**config.mk**
```make
export PLATFORM = sky130hd
export DESIGN_NAME = fetch_stage
export DESIGN_NICKNAME = d
export VERILOG_FILES = /design/src/rtl/pipeline_pkg.sv /design/src/rtl/pc_register.sv /design/src/rtl/fetch_stage.sv
export SDC_FILE = /design/constraint.sdc
export NUM_CORES = 1
export LEC_CHECK = 0
export ABC_AREA = 1
export ABC_CLOCK_PERIOD_IN_PS = 1200
export BUFFER_PORTS_ARGS = -buffer_cell sky130_fd_sc_hd__buf_2
export CORE_MARGIN = 8
export CORE_UTILIZATION = 45
export DETAILED_ROUTE_END_ITERATION = 6
export PLACE_DENSITY = 0.86
export SLEW_MARGIN = 20
export SYNTH_ARGS = -nofsm -noshare
export SYNTH_HDL_FRONTEND = slang
export SYNTH_SLANG_ARGS = --single-unit
```
**constraint.sdc**
```tcl
create_clock -name clk -period 1.2 [get_ports clk]
set_input_delay 0.06 -clock clk [delete_from_list [all_inputs] [get_ports clk]]
set_output_delay 0.06 -clock clk [all_outputs]
set_load 0.01 [all_outputs]
```
**src/rtl/pipeline_pkg.sv**
```systemverilog
// Shared pipeline definitions: NOP encoding, opcode field, fetch FSM states.
package pipeline_pkg;

  localparam int unsigned PC_WIDTH_DEF    = 16;
  localparam int unsigned INSTR_WIDTH_DEF = 16;

  localparam int unsigned OPC_MSB = 15;
  localparam int unsigned OPC_LSB = 10;

  localparam logic [5:0]  OPC_NOP  = 6'b000001;
  localparam logic [15:0] NOP_WORD = {OPC_NOP, 10'b0};

  typedef enum logic {
    RUN = 1'b0,
    IMM = 1'b1
  } fetch_state_e;

  function automatic logic [5:0] opcode_of(input logic [15:0] instr);
    return instr[OPC_MSB:OPC_LSB];
  endfunction

endpackage

```
**src/rtl/pc_register.sv**
```systemverilog
// Program counter with redirect / hold / increment next-PC selection.
module pc_register #(
  parameter int unsigned          PC_WIDTH = 16,
  parameter logic [PC_WIDTH-1:0]  RESET_PC = '0
) (
  input  logic                clk,
  input  logic                rst_n,
  input  logic                redirect_i,
  input  logic [PC_WIDTH-1:0] redirect_pc_i,
  input  logic                hold_i,
  output logic [PC_WIDTH-1:0] pc_o,
  output logic [PC_WIDTH-1:0] pc1_o
);

  logic [PC_WIDTH-1:0] r_pc;
  logic [PC_WIDTH-1:0] w_pc_next;
  logic [PC_WIDTH-1:0] w_pc1;

  // Wraps modulo 2^PC_WIDTH
  assign w_pc1 = r_pc + PC_WIDTH'(1);

  always_comb begin
    w_pc_next = w_pc1;
    if (redirect_i) begin
      w_pc_next = redirect_pc_i;
    end else if (hold_i) begin
      w_pc_next = r_pc;
    end
  end

  always_ff @(posedge clk or negedge rst_n) begin
    if (!rst_n) begin
      r_pc <= RESET_PC;
    end else begin
      r_pc <= w_pc_next;
    end
  end

  assign pc_o  = r_pc;
  assign pc1_o = w_pc1;

endmodule

```
**src/rtl/fetch_stage.sv**
```systemverilog
// IF stage and IF/ID register; captures the LDM trailing immediate word.
module fetch_stage
  import pipeline_pkg::*;
#(
  parameter int unsigned          PC_WIDTH    = PC_WIDTH_DEF,
  parameter int unsigned          INSTR_WIDTH = INSTR_WIDTH_DEF,
  parameter logic [PC_WIDTH-1:0]  RESET_PC    = '0
) (
  input  logic                   clk,
  input  logic                   rst_n,
  output logic [PC_WIDTH-1:0]    imem_addr_o,
  input  logic [INSTR_WIDTH-1:0] imem_data_i,
  input  logic                   stall_i,
  input  logic                   imm_flush_i,
  input  logic                   redirect_i,
  input  logic [PC_WIDTH-1:0]    redirect_pc_i,
  output logic [INSTR_WIDTH-1:0] if_id_instr_o,
  output logic [PC_WIDTH-1:0]    if_id_pc1_o,
  output logic                   if_id_valid_o,
  output logic [15:0]            imm_o,
  output logic                   imm_valid_o
);

  localparam logic [INSTR_WIDTH-1:0] BUBBLE = INSTR_WIDTH'(NOP_WORD);

  logic [PC_WIDTH-1:0]    w_pc;
  logic [PC_WIDTH-1:0]    w_pc1;
  logic                   w_pc_hold;

  fetch_state_e           r_state, w_state_d;
  logic [INSTR_WIDTH-1:0] r_instr, w_instr_d;
  logic [PC_WIDTH-1:0]    r_pc1, w_pc1_d;
  logic                   r_valid, w_valid_d;
  logic [15:0]            r_imm, w_imm_d;
  logic                   r_imm_valid, w_imm_valid_d;

  // Redirect overrides stall inside the PC register
  assign w_pc_hold = stall_i;

  pc_register #(
    .PC_WIDTH (PC_WIDTH),
    .RESET_PC (RESET_PC)
  ) u_pc_register (
    .clk           (clk),
    .rst_n         (rst_n),
    .redirect_i    (redirect_i),
    .redirect_pc_i (redirect_pc_i),
    .hold_i        (w_pc_hold),
    .pc_o          (w_pc),
    .pc1_o         (w_pc1)
  );

  always_comb begin
    w_state_d     = r_state;
    w_instr_d     = r_instr;
    w_pc1_d       = r_pc1;
    w_valid_d     = r_valid;
    w_imm_d       = r_imm;
    w_imm_valid_d = 1'b0;
    if (redirect_i) begin
      w_instr_d = BUBBLE;
      w_pc1_d   = '0;
      w_valid_d = 1'b0;
      w_state_d = RUN;
    end else if (!stall_i) begin
      unique case (r_state)
        RUN: begin
          if (imm_flush_i) begin
            w_imm_d   = 16'(imem_data_i);
            w_instr_d = BUBBLE;
            w_pc1_d   = '0;
            w_valid_d = 1'b0;
            w_state_d = IMM;
          end else begin
            w_instr_d = imem_data_i;
            w_pc1_d   = w_pc1;
            w_valid_d = 1'b1;
          end
        end
        IMM: begin
          // Decode holds a bubble here, so any flush request is spurious
          w_instr_d     = imem_data_i;
          w_pc1_d       = w_pc1;
          w_valid_d     = 1'b1;
          w_imm_valid_d = 1'b1;
          w_state_d     = RUN;
        end
      endcase
    end
  end

  always_ff @(posedge clk or negedge rst_n) begin
    if (!rst_n) begin
      r_state     <= RUN;
      r_instr     <= BUBBLE;
      r_pc1       <= '0;
      r_valid     <= 1'b0;
      r_imm       <= '0;
      r_imm_valid <= 1'b0;
    end else begin
      r_state     <= w_state_d;
      r_instr     <= w_instr_d;
      r_pc1       <= w_pc1_d;
      r_valid     <= w_valid_d;
      r_imm       <= w_imm_d;
      r_imm_valid <= w_imm_valid_d;
    end
  end

  assign imem_addr_o   = w_pc;
  assign if_id_instr_o = r_instr;
  assign if_id_pc1_o   = r_pc1;
  assign if_id_valid_o = r_valid;
  assign imm_o         = r_imm;
  assign imm_valid_o   = r_imm_valid;

endmodule
```
==> out/metrics.cfg, run 1 <==
[run_status]
status=complete, but fails checks
violations_in_the_final_reports=negative setup slack

[pwr]
netSwitchingFraction_pct=28.7
internal_power_mw=4.29
power_density_nw_per_um2=1330
share_comb_of_total_power_pct=21.6
power_leakage_nw=2.46
ir_worst_vdd_uv=888
pwr-share-seq_pct=43.8
share_clk_of_total_power_pct=34.5
power_switching_mw=1.73

[finish]
insertedDiodeCount=0
flow.area_growth_from_synthesis_pct=44.2
final.fill_count=533
layout_cell_share_with_drive_strength_beyond_1_pct=39.1
design.final.nets=555
final_core_utilization_pct=66.8

[sta]
final.hold.worst_slack_ns=0.0274
timing_max_transition_violations_final=0
finalClockSkew_ns=0.0112
maxClockFrequency_mhz=772
fin_tns_setup_ns=-0.700
setup-violations-final=19
slew_worst_pin_ns=0.497
setup_ws_ns=-0.0946
hold_viol_final=0
slew_headroom_pct=66.9
setup_repair_after_global_routing_missed_its_margin=true
finalWorstPathRequiredPeriod_ns=1.29
finalCritPeriodShare_pct=108

[placed_design]
numPortBuffers=102
routabilityCongestion=0.882
dp_hpwl_um=6370

[synth]
synth_xor_area_share_pct=1.95
synth.top_cells.by_count=sky130_fd_sc_hd__nand2_1 (126), sky130_fd_sc_hd__dfrtp_1 (66), sky130_fd_sc_hd__inv_1 (45)
synth_simple_gate_area_share_pct=23.3
synthesis.yosys.warnings=0
synth-seq-cells=67
synthesized_area_fraction_occupied_by_ao_oa_aoi_and_oai_cells_pct=11.4
yosys.area.top_type=sky130_fd_sc_hd__dfrtp_1
synth.distinct_cells=28
post-synth-top-count-cell=sky130_fd_sc_hd__nand2_1
post_synth_fa_ha_maj_area_fraction_pct=0.398
post_synth_instance_area_um2=3150
main_combinational_cell_family_by_area_after_synthesis=simple AND/OR/NAND/NOR gates
synth-seq-area-share_pct=53.3
syn_nets=401
synth.area.top_cells=sky130_fd_sc_hd__dfrtp_1 (52%), sky130_fd_sc_hd__nand2_1 (15%), sky130_fd_sc_hd__inv_1 (5.4%)
synth_flop_cell=sky130_fd_sc_hd__dfrtp_1
asyncSetResetFlopFracSynth_pct=100
post_synth.cell_area_avg_um2=8.67
mapped_cells=363
netlist.area_leader.share_pct=52.5
post_synth_edffs=0
yosys-mux-area-fraction_pct=0

[min_path]
holdCritPathClass=primary input to register

[grt]
grt_start_max_net_pins=41
globalRouteTotalUtil_pct=20.2
grt_first_pass_wirelength_um=16100
overflow_left_after_global_routing=0
via_count_of_the_first_global_routing_pass=3437
grt_antenna_before_repair=0

[drt]
antenna_left=0
detailroute.via_count=3050
via_per_inst=4.94
routed_wirelength_um=9600
detail_route.first_pass.iterations=4
route.detailed.drc=0
wl_per_cell_um=15.5
drt_iter0_markers=153

[worst_setup_path]
cpPeakStageDelay_ns=0.40
critical_path_class=register to register
required_arrival_time_at_the_worst_endpoint_ns=1.43
timing.critical_path.from_type=register
critical_path_buf_inv_count=1
critical_path.cell_chain=ha_4, nand3_4, inv_4, nand2_4, nor2_2, nand2_1, nand3_1, nand2_1
timing.critical_path.arrival_ns=1.52
critical_path.max_fanout=3
kind_of_capture_point_of_the_worst_setup_path=register
worst_path_dominant_cell_family=simple AND/OR/NAND/NOR gates
cpMostUsedCell=sky130_fd_sc_hd__nand2_1
slowest_stage=sky130_fd_sc_hd__dfrtp_2

[die]
num_rows=30
top_level_i_o_count=103
floorplan.die.width_um=99.6
floorplan.core_area_um2=6790
die_height_um=99.6
initial_utilization_pct=46.3
die_ar_um2=9930

[cts]
insertion_delay_ns=0.34
cts_tree=done
clockRootBuffer=sky130_fd_sc_hd__clkbuf_8
clock_tree.htree_level_count=3
cts_sinks=67
clk_pin_slew_worst_paths_ns=0.07
total_clock_buffers_created_by_cts=9
ctsLongestPathBuffers=2

[flow_run]
drv_cap=0

layer usage:
layer	global-route usage, %	wire length, µm
met3	7.26	919
met5	0	0
met1	21.3	3510
met2	35.1	4890
met4	9.20	276
kinds of logic after synthesis:
logic type,count (synthesis)
AO/OA/AOI/OAI,56
AND/OR/NAND/NOR,169
XOR/XNOR,7
adder cells (fa/ha/maj),1
flip-flops,67
buffers and inverters,63
stage by stage:
step	area (µm²)	setup slack (ns)	power, mW	std cells
2_1_floorplan	3170	-0.0300	3.24	363
3_3_place_gp	3880	-0.00783	3.74	569
3_5_place_dp	3880	-0.0733	3.79	569
4_1_cts	4430	-0.0487	5.98	615
5_1_grt	4540	-0.148	6.31	618
6_report	4540	-0.0946	6.02	618
layout make-up:
| class | count | area [µm²] | share of cell area, % |
|---|---|---|---|
| Clock buffer | 12 | 145 | 3.20 |
| Clock inverter | 4 | 73.8 | 1.63 |
| Inverter | 49 | 189 | 4.16 |
| Multi-Input combinational cell | 233 | 1290 | 28.4 |
| Sequential cell | 67 | 1680 | 37.1 |
| Tap cell | 96 | 120 | 2.65 |
| Timing Repair Buffer | 157 | 1040 | 22.9 |
cell usage in the layout (no fill, tap or decap), types with 2 or more instances in the layout:
master                          netlist  final
sky130_fd_sc_hd__buf_12               0      2
sky130_fd_sc_hd__buf_2                3    100
sky130_fd_sc_hd__buf_4                2     24
sky130_fd_sc_hd__buf_6                7      7
sky130_fd_sc_hd__bufinv_16            0      2
sky130_fd_sc_hd__clkbuf_1             1      2
sky130_fd_sc_hd__clkbuf_8             0     10
sky130_fd_sc_hd__dfrtp_1             66     62
sky130_fd_sc_hd__dfrtp_2              0      4
sky130_fd_sc_hd__dlygate4sd3_1        0     24
sky130_fd_sc_hd__inv_1               45     44
sky130_fd_sc_hd__inv_2                3      3
sky130_fd_sc_hd__inv_4                1      2
sky130_fd_sc_hd__nand2_1            126    122
sky130_fd_sc_hd__nand2_2              3      6
sky130_fd_sc_hd__nand2_4              2      3
sky130_fd_sc_hd__nand3_1             18     16
sky130_fd_sc_hd__nand3_2              2      2
sky130_fd_sc_hd__nand3_4              1      3
sky130_fd_sc_hd__nand4_1              3      3
sky130_fd_sc_hd__nor2_1              10      4
sky130_fd_sc_hd__nor2_2               2      7
sky130_fd_sc_hd__nor2_4               2      3
sky130_fd_sc_hd__o211ai_1             5      5
sky130_fd_sc_hd__o21ai_0             27     25
sky130_fd_sc_hd__o21ai_1              6      8
sky130_fd_sc_hd__o21ai_2             17     17
sky130_fd_sc_hd__xor2_1               6      2
sky130_fd_sc_hd__xor2_2               0      3
power by group through the flow:
stage	combinational, mW	sequential [mW]	clock, mW
floorplan	0.463	2.78	0
global placement	1.09	2.65	0
detailed placement	1.12	2.67	0
CTS	1.25	2.63	2.10
global route	1.44	2.66	2.20
finish	1.30	2.64	2.08
worst reg2reg max path, delay by kind of cell, from the launching register on:
kind                     cells  cell delay [ns]
buffers and inverters        1             0.09
AND/OR/NAND/NOR              6             0.54
adder cells (fa/ha/maj)      1             0.16
flip-flops                   1             0.40
flip-flops by register name (all words and copies together), names as in the netlist:
name	count
imm_valid_o	1
r_state	1
if_id_pc1_o	16
u_pc_register.pc_o	16
if_id_valid_o	1
imm_o	16
if_id_instr_o	16
worst paths after layout:
check	from	end	cells past startpoint	slack, ns
max	u_pc_register.pc_o[0]	u_pc_register.pc_o[10]	8	-0.09
min	redirect_pc_i[10]	u_pc_register.pc_o[10]	5	0.03
max reg2reg	u_pc_register.pc_o[0]	u_pc_register.pc_o[10]	8	-0.09
min reg2reg	if_id_pc1_o[11]	if_id_pc1_o[11]	2	0.47
max in group asynchronous	rst_n	u_pc_register.pc_o[2]	3	0.50
min in group asynchronous	rst_n	u_pc_register.pc_o[8]	3	0.27
timing repair:
item / in CTS / in global routing
pin swaps: 7 / 2
endpoints found under the setup margin: 19 / 35
resized for setup: 12 / 20
hold buffers: 24 / 0
endpoints found under the hold margin: 93 / 0
buffers inserted: 6 / 3
Note: power is estimated with default switching activity, not from simulation.
==> run 2, diff against run 1 <==
--- a/config.mk
+++ b/config.mk
@@ -7,7 +7,8 @@
 export LEC_CHECK = 0
 export ABC_AREA = 1
 export ABC_CLOCK_PERIOD_IN_PS = 1200
-export BUFFER_PORTS_ARGS = -buffer_cell sky130_fd_sc_hd__buf_2
+export BUFFER_PORTS_ARGS = -buffer_cell sky130_fd_sc_hd__clkbuf_2
+export CORE_ASPECT_RATIO = 1.25
 export CORE_MARGIN = 8
 export CORE_UTILIZATION = 45
 export DETAILED_ROUTE_END_ITERATION = 6
==> out/metrics.cfg, run 2 (synthesized netlist as in run 1, its figures left out) <==
[finish]
stdcell_area_um2=4630  ; +2.1%
flow.area_growth_from_synthesis_pct=47.2
layout_cell_share_with_drive_strength_beyond_1_pct=42.3  ; +3.2 points
insertedDiodeCount=0  ; unchanged
design.final.nets=556  ; +0.18%
layout.cells.most_common=sky130_fd_sc_hd__nand2_1
final_core_utilization_pct=67.6  ; +0.83 points
layout_common_cells=sky130_fd_sc_hd__nand2_1 (118), sky130_fd_sc_hd__clkbuf_2 (99), sky130_fd_sc_hd__dfrtp_1 (60), sky130_fd_sc_hd__inv_1 (41), sky130_fd_sc_hd__o21ai_0 (27)

[cts]
clk_pin_slew_worst_paths_ns=0.07  ; about the same
total_clock_buffers_created_by_cts=9  ; unchanged
insertion_delay_ns=0.34  ; about the same
ctsLongestPathBuffers=2  ; unchanged
clockRootBuffer=sky130_fd_sc_hd__clkbuf_8
clock_tree.htree_level_count=3  ; unchanged
cts_sinks=67  ; unchanged
cts_tree=done

[flow_run]
drv_cap=0  ; unchanged

[die]
die_height_um=109  ; +9.9%
die_ar_um2=9940  ; +0.17%
top_level_i_o_count=103  ; unchanged
floorplan.core_area_um2=6850  ; +0.81%
floorplan.die.width_um=90.8  ; -8.9%
initial_utilization_pct=45.9  ; -0.37 points
num_rows=34  ; +13%

[worst_setup_path]
critical_path_buf_inv_count=1  ; unchanged
required_arrival_time_at_the_worst_endpoint_ns=1.43  ; about the same
worst_path_dominant_cell_family=simple AND/OR/NAND/NOR gates
critical_path.max_fanout=3  ; unchanged
cpPeakStageDelay_ns=0.45  ; +0.05 ns
critical_path_class=register to register
timing.critical_path.from_type=register
cpMostUsedCell=sky130_fd_sc_hd__nand2_1
critical_path.cell_chain=nand2_2, buf_4, nor2_4, nand3_2, nand2_1, nand2_1, nand2_1, nand2_1
slowest_stage=sky130_fd_sc_hd__dfrtp_1
kind_of_capture_point_of_the_worst_setup_path=register
timing.critical_path.arrival_ns=1.52  ; about the same
reg2reg_setup_slack_ns=-0.09  ; about the same

[grt]
grt_antenna_before_repair=0  ; unchanged
via_count_of_the_first_global_routing_pass=3247  ; -5.5%
grt_first_pass_wirelength_um=15500  ; -3.8%
globalRouteTotalUtil_pct=19.3  ; -0.83 points
grt_start_max_net_pins=35  ; -15%
overflow_left_after_global_routing=0  ; unchanged

[drt]
detail_route.first_pass.iterations=4  ; unchanged
via_per_inst=4.98  ; +0.98%
wl_per_cell_um=15.9  ; +2.2%
drt_iter0_markers=93  ; -39%
route.detailed.drc=0  ; unchanged
antenna_left=0  ; unchanged
detailroute.via_count=3055  ; +0.16%
routed_wirelength_um=9730  ; +1.4%

[pwr]
ir_worst_vdd_uv=883  ; -0.55%
power_leakage_nw=2.48  ; +0.77%
power_density_nw_per_um2=1320  ; -0.17%

[sta]
maxClockFrequency_mhz=773  ; about the same
finalCritPeriodShare_pct=108  ; about the same
finalWorstPathRequiredPeriod_ns=1.29  ; -0.000961 ns
slew_headroom_pct=72.8  ; +5.9 points
setup_repair_after_global_routing_missed_its_margin=true
finalClockSkew_ns=0.00677  ; -0.00439 ns
hold_viol_final=0  ; unchanged
setup-violations-final=24  ; +5
setup_ws_ns=-0.0936  ; +0.000961 ns
slew_worst_pin_ns=0.408  ; -0.0890 ns
timing_max_transition_violations_final=0  ; unchanged

[run_status]
violations_in_the_final_reports=negative setup slack
status=complete, but fails checks

[placed_design]
routabilityCongestion=0.898  ; +1.8%
numPortBuffers=102  ; unchanged
dpl-instance-area_um2=3920  ; +1.0%
dp_hpwl_um=6520  ; +2.5%
preCtsSetupSlack_ns=-0.0960  ; -0.0228 ns

[min_path]
holdCritPathClass=primary input to register

[run 2: routing by layer]
layer / vias to the layer above / GRT usage (%) / wire length [µm]
met2: 127 / 35.0 / 5110
li1: 1448 / - / -
met3: 22 / 7.99 / 822
met5: - / 0 / 0
met1: 1458 / 19.8 / 3570
met4: 0 / 6.80 / 235
[run 2: report_power, final]
part	switching, mW	internal, mW	leakage (nW)	total, mW
registers	0.180	2.48	0.861	2.66
logic	0.744	0.588	1.50	1.33
clock network	0.858	1.28	0.113	2.14
[run 2: repair_timing]
item	in CTS	in global routing
gates resized for setup	13	40
hold buffers	24	0
buffers inserted	4	5
endpoints found under the hold margin	102	0
pin swaps	6	10
setup endpoints to repair	19	41
[run 2: worst paths after layout]
path                       cells after the start                endpoint                   from
min reg2reg                                    2         if_id_pc1_o[14]        if_id_pc1_o[14]
max in group asynchronous                      3   u_pc_register.pc_o[3]                  rst_n
min                                            5  u_pc_register.pc_o[14]      redirect_pc_i[14]
max                                            8         if_id_pc1_o[13]  u_pc_register.pc_o[5]
max reg2reg                                    8         if_id_pc1_o[13]  u_pc_register.pc_o[5]
min in group asynchronous                      2       if_id_instr_o[12]                  rst_n
[run 2: layout make-up]
type | instances | area (µm²)
repair buffers | 158 | 1080
multi-input cells | 233 | 1340
clock inverters | 4 | 72.6
clock buffers | 12 | 155
flip-flops and latches | 67 | 1690
inverters | 49 | 189
fillers | 528 | 2220
well taps | 90 | 113
[run 2: metrics by stage]
step	hold WS, ns	setup TNS (ns)	power [mW]	instances
3_5_place_dp	0.00781	-0.514	3.82	566
2_1_floorplan	-0.236	-0.0806	3.24	363
5_1_grt	0.0428	-2.84	6.43	613
6_report	0.0111	-1.18	6.13	613
3_3_place_gp	0.00696	-0.0113	3.77	566
4_1_cts	0.00201	-1.00	6.05	610
[run 2: tightest hold or removal path, delay by kind of cell]
kind	cells	cell delay [ns]
buf+inv	2	0.12
simple gates	2	0.09
compound gates	1	0.06
==> run 3, diff against run 2 <==
--- a/config.mk
+++ b/config.mk
@@ -10,9 +10,9 @@
 export BUFFER_PORTS_ARGS = -buffer_cell sky130_fd_sc_hd__clkbuf_2
 export CORE_ASPECT_RATIO = 1.25
 export CORE_MARGIN = 8
-export CORE_UTILIZATION = 45
+export CORE_UTILIZATION = 46
 export DETAILED_ROUTE_END_ITERATION = 6
-export PLACE_DENSITY = 0.86
+export PLACE_DENSITY = 0.88
 export SLEW_MARGIN = 20
 export SYNTH_ARGS = -nofsm -noshare
 export SYNTH_HDL_FRONTEND = slang
==> out/metrics.cfg, run 3 (synthesized netlist as in run 1, its figures left out) <==
[run_status]
status=complete, but fails checks
violations_in_the_final_reports=negative setup slack

[worst_setup_path]
critical_path_buf_inv_count=1  ; unchanged
critical_path.max_fanout=3  ; unchanged
kind_of_capture_point_of_the_worst_setup_path=register
timing.critical_path.from_type=register
critical_path_class=register to register
critical_path.cell_chain=nand2_2, inv_1, nand2_1, nor2_2, nand3_2, nand3_2, nand2_2
timing.critical_path.arrival_ns=1.54  ; +0.02 ns
worst_path_dominant_cell_family=simple AND/OR/NAND/NOR gates
slowest_stage=sky130_fd_sc_hd__dfrtp_1
cpPeakStageDelay_ns=0.44  ; about the same
required_arrival_time_at_the_worst_endpoint_ns=1.44  ; about the same

[cts]
ctsLongestPathBuffers=2  ; unchanged
clock_tree.htree_level_count=3  ; unchanged
clk_pin_slew_worst_paths_ns=0.08  ; about the same
total_clock_buffers_created_by_cts=9  ; unchanged
cts_sinks=67  ; unchanged
cts_tree=done
insertion_delay_ns=0.35  ; about the same
clockRootBuffer=sky130_fd_sc_hd__clkbuf_8

[min_path]
holdCritPathClass=primary input to register

[pwr]
power_density_nw_per_um2=1320  ; -0.33%
p_total_mw=6.03  ; -1.7%
power_leakage_nw=2.44  ; -1.4%
ir_worst_vdd_uv=800  ; -9.4%

[die]
initial_utilization_pct=47.6  ; +1.7 points
die_ar_um2=9760  ; -1.8%
top_level_i_o_count=103  ; unchanged
floorplan.die.width_um=90.0  ; -0.90%
die_height_um=108  ; -0.94%
num_rows=33  ; -2.9%
floorplan.core_area_um2=6610  ; -3.5%

[flow_run]
drv_cap=0  ; unchanged

[placed_design]
numPortBuffers=102  ; unchanged
dp_hpwl_um=6510  ; -0.18%
routabilityCongestion=0.872  ; -2.9%
dpl-instance-area_um2=3900  ; -0.42%

[finish]
flow.area_growth_from_synthesis_pct=45.2
layout_cell_share_with_drive_strength_beyond_1_pct=41.8  ; -0.41 points
layout_common_cells=sky130_fd_sc_hd__nand2_1 (118), sky130_fd_sc_hd__clkbuf_2 (101), sky130_fd_sc_hd__dfrtp_1 (61), sky130_fd_sc_hd__inv_1 (43), sky130_fd_sc_hd__o21ai_0 (27)
design.final.nets=554  ; -0.36%
stdcell_area_um2=4570  ; -1.4%
insertedDiodeCount=0  ; unchanged
layout.cells.most_common=sky130_fd_sc_hd__nand2_1
final.fill_count=497  ; -5.9%
final_core_utilization_pct=69.1  ; +1.5 points

[drt]
route.detailed.drc=0  ; unchanged
routed_wirelength_um=9780  ; +0.50%
wl_per_cell_um=16.1  ; +1.3%
detailroute.via_count=3061  ; +0.20%
drt_iter0_markers=172  ; +85%
detail_route.first_pass.iterations=5  ; +1
via_per_inst=5.03  ; +1.0%
antenna_left=0  ; unchanged

[sta]
finalCritPeriodShare_pct=108  ; +0.57 points
timing_max_transition_violations_final=0  ; unchanged
setup_repair_after_global_routing_missed_its_margin=true
maxClockFrequency_mhz=769  ; -0.53%
final.hold.worst_slack_ns=0.0185  ; +0.00730 ns
slew_worst_pin_ns=0.354  ; -0.0537 ns
setup-violations-final=18  ; -25%
finalWorstPathRequiredPeriod_ns=1.30  ; +0.00686 ns
hold_viol_final=0  ; unchanged
slew_headroom_pct=76.4  ; +3.6 points
setup_ws_ns=-0.100  ; -0.00686 ns
finalClockSkew_ns=0.00751  ; +0.000747 ns

[grt]
grt_first_pass_wirelength_um=15700  ; +1.4%
grt_start_max_net_pins=68  ; +94%
overflow_left_after_global_routing=0  ; unchanged
grt_antenna_before_repair=0  ; unchanged
globalRouteTotalUtil_pct=19.8  ; +0.45 points
via_count_of_the_first_global_routing_pass=3363  ; +3.6%

-- run 3: cell types whose count changed in the layout (fill, tap and decap cells not counted), moves of 2 or more --
| cell | delta |
|---|---|
| sky130_fd_sc_hd__nand2_2 | +2 |
| sky130_fd_sc_hd__clkinvlp_4 | +2 |
| sky130_fd_sc_hd__clkbuf_8 | -2 |
| sky130_fd_sc_hd__clkbuf_2 | +2 |
| sky130_fd_sc_hd__inv_2 | -2 |
| sky130_fd_sc_hd__nand2_4 | -2 |
| sky130_fd_sc_hd__inv_1 | +2 |
| sky130_fd_sc_hd__buf_6 | -6 |
| sky130_fd_sc_hd__buf_4 | +3 |
-- run 3: area by class of cell --
cell class                      count  area [µm²]  share of cell area (%)
Inverter                           49         189                    4.14
Sequential cell                    67        1680                    36.9
Timing Repair Buffer              156        1020                    22.4
Clock buffer                        9         124                    2.71
Multi-Input combinational cell    233        1350                    29.5
Clock inverter                      7        92.6                    2.03
Tap cell                           87         109                    2.38
-- run 3: worst min-delay path: cells and delay by family --
kind / cells / cell delay (ns)
AOI/OAI and AO/OA: 1 / 0.06
and+or+nand+nor: 2 / 0.09
buffers and inverters: 2 / 0.12
-- run 3: layer usage --
layer	GRT usage (%)	wire length (µm)	up-vias
met5	0	0	-
met2	34.9	5140	139
met4	9.18	119	0
met1	20.0	3590	1478
met3	8.45	936	12
li1	-	-	1432
-- run 3: what timing repair did --
| item | 4_1_cts | 5_1_grt |
|---|---|---|
| endpoints found under the setup margin | 16 | 39 |
| endpoints found under the hold margin | 102 | 0 |
| resized for setup | 4 | 38 |
| hold buffers | 24 | 0 |
| gates cloned | 0 | 0 |
| pin swaps | 5 | 20 |
| setup buffers | 1 | 4 |
-- run 3: worst paths after layout --
path                       cells past startpoint             startpoint  slack [ns]                endpoint
setup / recovery                               7  u_pc_register.pc_o[5]       -0.10  u_pc_register.pc_o[11]
setup reg to reg                               7  u_pc_register.pc_o[5]       -0.10  u_pc_register.pc_o[11]
hold / removal                                 5       redirect_pc_i[8]        0.02   u_pc_register.pc_o[8]
hold reg to reg                                2         if_id_pc1_o[5]        0.49          if_id_pc1_o[5]
max in group asynchronous                      3                  rst_n        0.60       if_id_instr_o[10]
min in group asynchronous                      3                  rst_n        0.26   u_pc_register.pc_o[8]
-- run 3: report_power, final --
part	leakage, nW	internal (mW)	switching [mW]
sequential	0.862	2.48	0.173
clock	0.101	1.16	0.909
combinational	1.48	0.568	0.739
-- run 3: per-stage QoR --
| step | instances | TNS (ns) | setup slack, ns |
|---|---|---|---|
| CTS | 604 | -0.515 | -0.0805 |
| global route | 608 | -2.56 | -0.184 |
| finish | 608 | -1.01 | -0.100 |
| detailed placement | 563 | -0.350 | -0.0650 |
| floorplan | 363 | -0.0806 | -0.0300 |
| global placement | 563 | -0.00629 | -0.00475 |
